<file path="src/rtl/mips_mem_pkg.sv">
// rtl/mips_mem_pkg.sv - shared types and defaults for the unified memory arbiter
package mips_mem_pkg;

   localparam int MEM_AW = 10;
   localparam int MEM_DW = 32;

   typedef enum logic [1:0] {
      OWN_NONE = 2'd0,
      OWN_IF   = 2'd1,
      OWN_DM   = 2'd2,
      OWN_LD   = 2'd3
   } owner_t;

   typedef enum logic {
      ST_NORMAL = 1'b0,
      ST_LOCKED = 1'b1
   } arb_state_t;

endpackage

</file>
<file path="src/rtl/sat_counter.sv">
// rtl/sat_counter.sv - saturating incrementer with enable, cleared only by reset
module sat_counter #(
   parameter int CW = 16
) (
   input  logic          clk,
   input  logic          rst_n,
   input  logic          en,
   output logic [CW-1:0] cnt
);

   logic [CW-1:0] cnt_q;
   logic [CW-1:0] cnt_d;

   always_comb begin
      cnt_d = cnt_q;
      if (en && (cnt_q != {CW{1'b1}})) begin
         cnt_d = cnt_q + CW'(1);
      end
   end

   always_ff @(posedge clk) begin
      if (!rst_n) begin
         cnt_q <= '0;
      end else begin
         cnt_q <= cnt_d;
      end
   end

   assign cnt = cnt_q;

endmodule

</file>
<file path="src/rtl/mips_mem_arbiter.sv">
// rtl/mips_mem_arbiter.sv - single-port arbiter sharing one memory between fetch, data and loader
module mips_mem_arbiter
   import mips_mem_pkg::*;
#(
   parameter int AW = MEM_AW,
   parameter int DW = MEM_DW,
   parameter int CW = 16
) (
   input  logic          clk,
   input  logic          rst_n,
   input  logic          if_req,
   input  logic [AW-1:0] if_addr,
   output logic          if_gnt,
   output logic          if_rvalid,
   input  logic          dm_req,
   input  logic          dm_we,
   input  logic [AW-1:0] dm_addr,
   input  logic [DW-1:0] dm_wdata,
   output logic          dm_gnt,
   output logic          dm_rvalid,
   input  logic          ld_req,
   input  logic          ld_we,
   input  logic          ld_lock,
   input  logic [AW-1:0] ld_addr,
   input  logic [DW-1:0] ld_wdata,
   output logic          ld_gnt,
   output logic          ld_rvalid,
   output logic [DW-1:0] rdata,
   output logic          mem_en,
   output logic          mem_we,
   output logic [AW-1:0] mem_addr,
   output logic [DW-1:0] mem_wdata,
   input  logic [DW-1:0] mem_rdata,
   output logic          locked,
   output logic [CW-1:0] if_stall_cnt,
   output logic [CW-1:0] dm_stall_cnt
);

   arb_state_t state_q, state_d;
   owner_t     rr_ptr_q, rr_ptr_d;
   owner_t     tag_q, tag_d;
   owner_t     winner;

   // Loader lock excludes IF/DM entirely; otherwise DM first, IF/LD alternate.
   always_comb begin
      winner = OWN_NONE;
      if (state_q == ST_LOCKED) begin
         if (ld_req) winner = OWN_LD;
      end else if (dm_req) begin
         winner = OWN_DM;
      end else if (if_req && ld_req) begin
         winner = (rr_ptr_q == OWN_LD) ? OWN_LD : OWN_IF;
      end else if (if_req) begin
         winner = OWN_IF;
      end else if (ld_req) begin
         winner = OWN_LD;
      end
   end

   always_comb begin
      if_gnt    = 1'b0;
      dm_gnt    = 1'b0;
      ld_gnt    = 1'b0;
      mem_we    = 1'b0;
      mem_addr  = '0;
      mem_wdata = '0;
      case (winner)
         OWN_IF: begin
            if_gnt   = 1'b1;
            mem_addr = if_addr;
         end
         OWN_DM: begin
            dm_gnt    = 1'b1;
            mem_we    = dm_we;
            mem_addr  = dm_addr;
            mem_wdata = dm_wdata;
         end
         OWN_LD: begin
            ld_gnt    = 1'b1;
            mem_we    = ld_we;
            mem_addr  = ld_addr;
            mem_wdata = ld_wdata;
         end
         default: ;
      endcase
      mem_en = if_gnt | dm_gnt | ld_gnt;
   end

   always_comb begin
      state_d  = state_q;
      rr_ptr_d = rr_ptr_q;
      tag_d    = OWN_NONE;
      case (state_q)
         ST_NORMAL: if (ld_gnt && ld_lock) state_d = ST_LOCKED;
         ST_LOCKED: if (!ld_lock) state_d = ST_NORMAL;
         default:   state_d = ST_NORMAL;
      endcase
      if (if_gnt) rr_ptr_d = OWN_LD;
      if (ld_gnt) rr_ptr_d = OWN_IF;
      if (mem_en && !mem_we) tag_d = winner;
   end

   always_ff @(posedge clk) begin
      if (!rst_n) begin
         state_q  <= ST_NORMAL;
         rr_ptr_q <= OWN_IF;
         tag_q    <= OWN_NONE;
      end else begin
         state_q  <= state_d;
         rr_ptr_q <= rr_ptr_d;
         tag_q    <= tag_d;
      end
   end

   assign locked    = (state_q == ST_LOCKED);
   assign rdata     = mem_rdata;
   assign if_rvalid = (tag_q == OWN_IF);
   assign dm_rvalid = (tag_q == OWN_DM);
   assign ld_rvalid = (tag_q == OWN_LD);

   sat_counter #(.CW(CW)) u_if_stall (
      .clk   (clk),
      .rst_n (rst_n),
      .en    (if_req & ~if_gnt),
      .cnt   (if_stall_cnt)
   );

   sat_counter #(.CW(CW)) u_dm_stall (
      .clk   (clk),
      .rst_n (rst_n),
      .en    (dm_req & ~dm_gnt),
      .cnt   (dm_stall_cnt)
   );

endmodule

</file>
<file path="config.mk">
export PLATFORM = sky130hd
export DESIGN_NAME = mips_mem_arbiter
export DESIGN_NICKNAME = d
export VERILOG_FILES = /design/src/rtl/mips_mem_pkg.sv /design/src/rtl/sat_counter.sv /design/src/rtl/mips_mem_arbiter.sv
export SDC_FILE = /design/constraint.sdc
export NUM_CORES = 1
export LEC_CHECK = 0
export CORE_ASPECT_RATIO = 0.6
export CORE_MARGIN = 2
export CORE_UTILIZATION = 31
export DETAILED_ROUTE_END_ITERATION = 10
export HOLD_SLACK_MARGIN = 0.15
export PLACE_DENSITY = 0.85
export SYNTH_ARGS = -nofsm -noshare
export SYNTH_HDL_FRONTEND = slang
export SYNTH_SLANG_ARGS = --single-unit
</file>
<file path="constraint.sdc">
create_clock -name clk -period 2.2 [get_ports clk]
set_clock_uncertainty 0.2 [all_clocks]
set_input_delay 0.22 -clock clk [delete_from_list [all_inputs] [get_ports clk]]
set_output_delay 0.22 -clock clk [all_outputs]
set_load 0.03 [all_outputs]
</file>
Word-level counts from Yosys, hierarchy flattened
Cells that the tools add are included.

cells by class
  reductions and logical operators = 8
  bitwise operators = 8
  mux-type cells = 15
  $add $sub $neg = 2
  eq/ne operators = 8

operators by type and width
  operator               number
  $pmux 32 s2            1
  $add 16x1->16 const B  2
  $ne 16x16->1 const B   2
  $pmux 10 s3            1
  $mux 2                 6
  $eq 2x2->1 const B     4
  $logic_and 1x1->1      5
  $mux 1                 5
  $eq 2x1->1 const B     2
  $not 1->1              4
  $pmux 1 s2             2
  $and 1x1->1            2
  $or 1x1->1             2
  $reduce_and 2->1       1
  $reduce_or 2->1        1
  $logic_not 1->1        1

storage, ports and cells
  output and inout bits = 115
  bits of input ports = 134
  logic and storage cells = 46
  flip-flop bits (word level) = 36

Logic depth before layout (Yosys ltp)
  depth after elaboration = 11
  gate-level depth with buffers = 6
  depth with buffers taken out = 5

Hierarchy
From an unflattened synthesis, not the netlist that was laid out.

unflattened totals
  cell total of the unflattened synthesis = 322
  area total of the unflattened synthesis = 2671.3 sq um

by module, submodules not included
  module            cells each  times used  sequential area each (sq um)  area an instance (sq um)
  sat_counter       97          2           320.3                         837.1
  mips_mem_arbiter  128         1           80.1                          997.2

Worst setup path after synthesis
No wires, ideal clock.

  kind = flip-flop to output port
  from = register state_q (netlist: locked)
  to = output mem_wdata[10]
  buffers on the path = 3
  required time = 1.780 ns
  path slack = -0.127 ns
  cell stages (with the launch flop) = 6
  arrival time = 1.907 ns
  cell sequence = dfxtp_1 -> buf_2 -> nor2b_1 -> clkbuf_1 -> buf_1 -> a22o_1

on the way
  cells in the longest elaborated chain, start to end = 3
  elaborated cells between the ends (all ways) = 4
  those cells by class = eq/ne: 2; mux: 2

RTL lines
  what                    RTL line                 source
  from (decl)             mips_mem_arbiter.sv:39   arb_state_t state_q, state_d;
  from (signal assigned)  mips_mem_arbiter.sv:109  state_q <= state_d;
  $mux 2 (*)              mips_mem_arbiter.sv:47   if (state_q == ST_LOCKED) begin
  $eq 2x2->1              mips_mem_arbiter.sv:67   case (winner)
  $pmux 32 s2 (*)         mips_mem_arbiter.sv:67
  to (decl)               mips_mem_arbiter.sv:32   output logic [DW-1:0] mem_wdata,

Mark *: on every way between the ends. The rest lies on a longest branch, timed or not.

Final worst setup path
  from = input ld_req
  to = output mem_addr[8]

on the way
  cells in the longest elaborated chain, start to end = 7
  elaborated cells between the ends (all ways) = 10
  those cells by class = eq/ne: 3; mux: 6; reduce/logical: 1

RTL lines
  what                                      RTL line                                        source
  from (decl)                               mips_mem_arbiter.sv:21                          input logic ld_req,
  $mux 2                                    mips_mem_arbiter.sv:48, mips_mem_arbiter.sv:55
  $mux 2                                    mips_mem_arbiter.sv:53                          end else if (if_req) begin
  $mux 2                                    mips_mem_arbiter.sv:51                          end else if (if_req && ld_req) begin
  $mux 2                                    mips_mem_arbiter.sv:49                          end else if (dm_req) begin
  $mux 2 (*)                                mips_mem_arbiter.sv:47
  $eq 2x2->1 or $eq 2x1->1 (tied branches)  mips_mem_arbiter.sv:67
  $pmux 10 s3 (*)                           mips_mem_arbiter.sv:67
  to (decl)                                 mips_mem_arbiter.sv:31                          output logic [AW-1:0] mem_addr,

Marks and branches as above.

==> results.json <==
{
  "rsz0062_at_grt": "false",
  "dp_hpwl_um": 9310,
  "crit_arrival_ps": 1690,
  "p_leak_nw": 1.85,
  "detail-route-antenna-nets": 0,
  "initial_core_util_pct": 32.7,
  "power_mw": 2.07,
  "cts_buffers": 5,
  "ff2ff_path_depth": 4,
  "r2r_start": "u_dm_stall.cnt[3]",
  "r2r_end": "u_dm_stall.cnt[15]",
  "worst_pin_slew_ps": 565,
  "p_per_area_mw_per_mm2": 451,
  "crit_chain": "clkdlybuf4s50_1 > a21oi_1 > and3_1 > buf_12 > a22o_1 > a21o_1 > buf_4",
  "antenna_found_initial": 0,
  "cts_sinks": 36,
  "hp-class": "input port to primary output",
  "final_layout_size_suffix_gt1_share_pct": 18.6,
  "crit_slowest_cell": "clkdlybuf4s50_1",
  "grt_pass1_wl_um": 15800,
  "drc_errors": 0,
  "dieArea_mm2": 0.00927,
  "core_area_mm2": 0.00804,
  "outcome": "completed",
  "drtPass1Iterations": 4,
  "fin_util_pct": 57.3,
  "groute.usage.overall_pct": 22.3,
  "synth.yosys.seq_area_share_pct": 27.4,
  "antenna_cells": 0,
  "finalSetupViolCount": 0,
  "ys_seq_elements": 36,
  "ioPinCount": 249,
  "finalHoldViolCount": 0,
  "grt_max_degree": 33,
  "worstSetupStartpointType": "input port",
  "gp_congestion": 0.799,
  "die_w_um": 123,
  "grt_pass1_vias": 2979,
  "dp_cells": 588,
  "fp-row-count": 25,
  "slew_viol_final": 0,
  "synth_nets": 456,
  "synth_cells": 320,
  "ys_warn_count": 0,
  "syn-mean-instance-area_um2": 8.23,
  "period_share_pct": 96.0,
  "synthTopCellsByArea": "dfxtp_1, a22o_1, buf_4",
  "timing.fmax_mhz": 474,
  "netlist_area_mm2": 0.00263,
  "num_vias": 3253,
  "grt_overflow": 0,
  "h-tree-depth": 2,
  "avgViaCountPerCell": 5.46,
  "syn_to_final_growth_pct": 74.9,
  "hp-start": "mem_rdata[1]",
  "avgRoutedWirePerCell_um": 19.0,
  "routed_wl_um": 11400,
  "synth_cell_type_count": 42,
  "io_buffers": 184,
  "whs_path_depth": 0,
  "dieHeight_um": 75.4,
  "clk_path_buf_depth": 2,
  "layout_min_cycle_time_ps": 2110,
  "end_kind": "primary output",
  "drv_cap": 0,
  "cp.required_ps": 1780,
  "cts_tree": "done",
  "setup_tns_ps": 0,
  "synth_top_area_cell": "dfxtp_1",
  "nets": 623,
  "cts-root-buf": "clkbuf_16",
  "stdcell_count": 596,
  "clkLatencyLatePin_ps": 280,
  "synth_top_area_share_pct": 27.4,
  "drtIter0Drc": 218,
  "ir_worst_vdd_mv": 0.272,
  "max_stage_delay_ps": 530,
  "hold_path_end": "rdata[1]",
  "worst-r2r-setup-slack_ps": 180,
  "path_max_fanout": 12,
  "relSlewSlack_pct": 61.9,
  "worstSetupPathType": "input port to primary output"
}
==> sequential cells by signal, summed over array words and instances (netlist names) <==
name	cells
tag_q	2
u_if_stall.cnt	16
rr_ptr_q	1
locked	1
u_dm_stall.cnt	16
==> routing by layer <==
metal  vias to the layer above  global-route usage (%)  wire length (µm)
met3                        14                    8.01              1040
met4                         0                    7.92               269
met1                      1536                    30.3              4940
li1                       1553                       -                 -
met2                       150                    32.7              5100
met5                         -                       0                 0
==> cells by family after synthesis <==
family	count (synthesis)	synth area share, %
adder cells (fa/ha/maj)	2	0.950
buffers and inverters	57	12.9
flip-flops	36	27.4
XOR/XNOR	1	0.333
multiplexers	4	1.52
AND/OR/NAND/NOR	95	21.9
AO/OA/AOI/OAI	125	35.1
==> cell type report <==
class                      count  area [µm²]
fill                         702        3430
timing repair buffer         210        1990
multi-input combinational    227        1580
sequential                    36         722
clock buffer                   6         139
tap                          108         135
inverter                       7        26.3
clock inverter                 2        10.0
==> synth_stat cells (all sizes together) <==
master and instances:
a22o 42, buf 42, dfxtp 36, a21oi 25
nand2 19, nand3 16, o31ai 13, a21o 11
o21ai 11, or4 11, clkbuf 8, nand4 8
inv 7, or3 7, and4 6, nor2 5
and2 4, and3 4, mux2i 4, nand2b 4
o311a 4, nor2b 3, nor3 3, o21a 3
o21bai 3, o311ai 3, o41ai 3, or2 3
a2111oi 2, a211oi 2, ha 2, nor4 2
a211o 1, a31oi 1, o211a 1, xnor2 1
==> cells in the final DEF (no fill, tap or decap), types with 3 or more instances in the layout <==
cell / count
and2_1: 4
and4_1: 5
a22o_1: 42
mux2i_1: 4
nand4_1: 4
nand4_2: 4
o31ai_1: 13
clkdlybuf4s50_1: 135
nor3_1: 3
o311ai_0: 3
and3_1: 4
o41ai_1: 3
nor2_1: 5
clkbuf_16: 5
o21ai_0: 11
o21bai_1: 3
or4_1: 11
o21a_1: 3
nand2b_1: 4
inv_1: 7
nand2_1: 19
o311a_1: 4
buf_4: 67
nand3_1: 16
dfxtp_1: 35
buf_12: 6
or3_1: 5
a21o_1: 11
a21oi_1: 25
==> what timing repair did <==
| action | in CTS | in global routing |
|---|---|---|
| hold buffers | 0 | 0 |
| gates resized for setup | 3 | 0 |
| setup endpoints to repair | 29 | 0 |
| endpoints found under the hold margin | 0 | 0 |
| buffers inserted | 0 | 0 |
==> critical path, delay by kind of cell <==
family | cells | cell delay [ps]
buffers and inverters | 3 | 840
and+or+nand+nor | 1 | 220
AOI/OAI and AO/OA | 3 | 410
==> through the flow <==
| stage | area (µm²) | setup WS [ps] | hold WS, ps |
|---|---|---|---|
| after floorplan | 2640 | 6.95 | 134 |
| after global placement | 4460 | -28.9 | 240 |
| after detailed placement | 4460 | -72.9 | 240 |
| after CTS | 4600 | 73.5 | 240 |
| after global routing | 4600 | 6.88 | 240 |
| final | 4600 | 88.3 | 240 |
==> how the worst max path moves through the flow <==
stage,from,slack (ps),end,depth (start not counted)
floorplan,locked,7,mem_addr[0],6
global placement,dm_req,-30,u_dm_stall.cnt[8],6
detailed placement,dm_req,-70,u_dm_stall.cnt[8],6
CTS,ld_req,70,mem_addr[8],7
global route,rr_ptr_q[1],7,mem_wdata[24],6
finish,ld_req,90,mem_addr[8],7
==> where the power goes <==
| part | internal, mW | switching, mW |
|---|---|---|
| Sequential | 0.659 | 0.00630 |
| Combinational | 0.364 | 0.335 |
| Clock | 0.446 | 0.264 |
| Total | 1.47 | 0.606 |
Note: power is estimated with default switching activity, not from simulation.
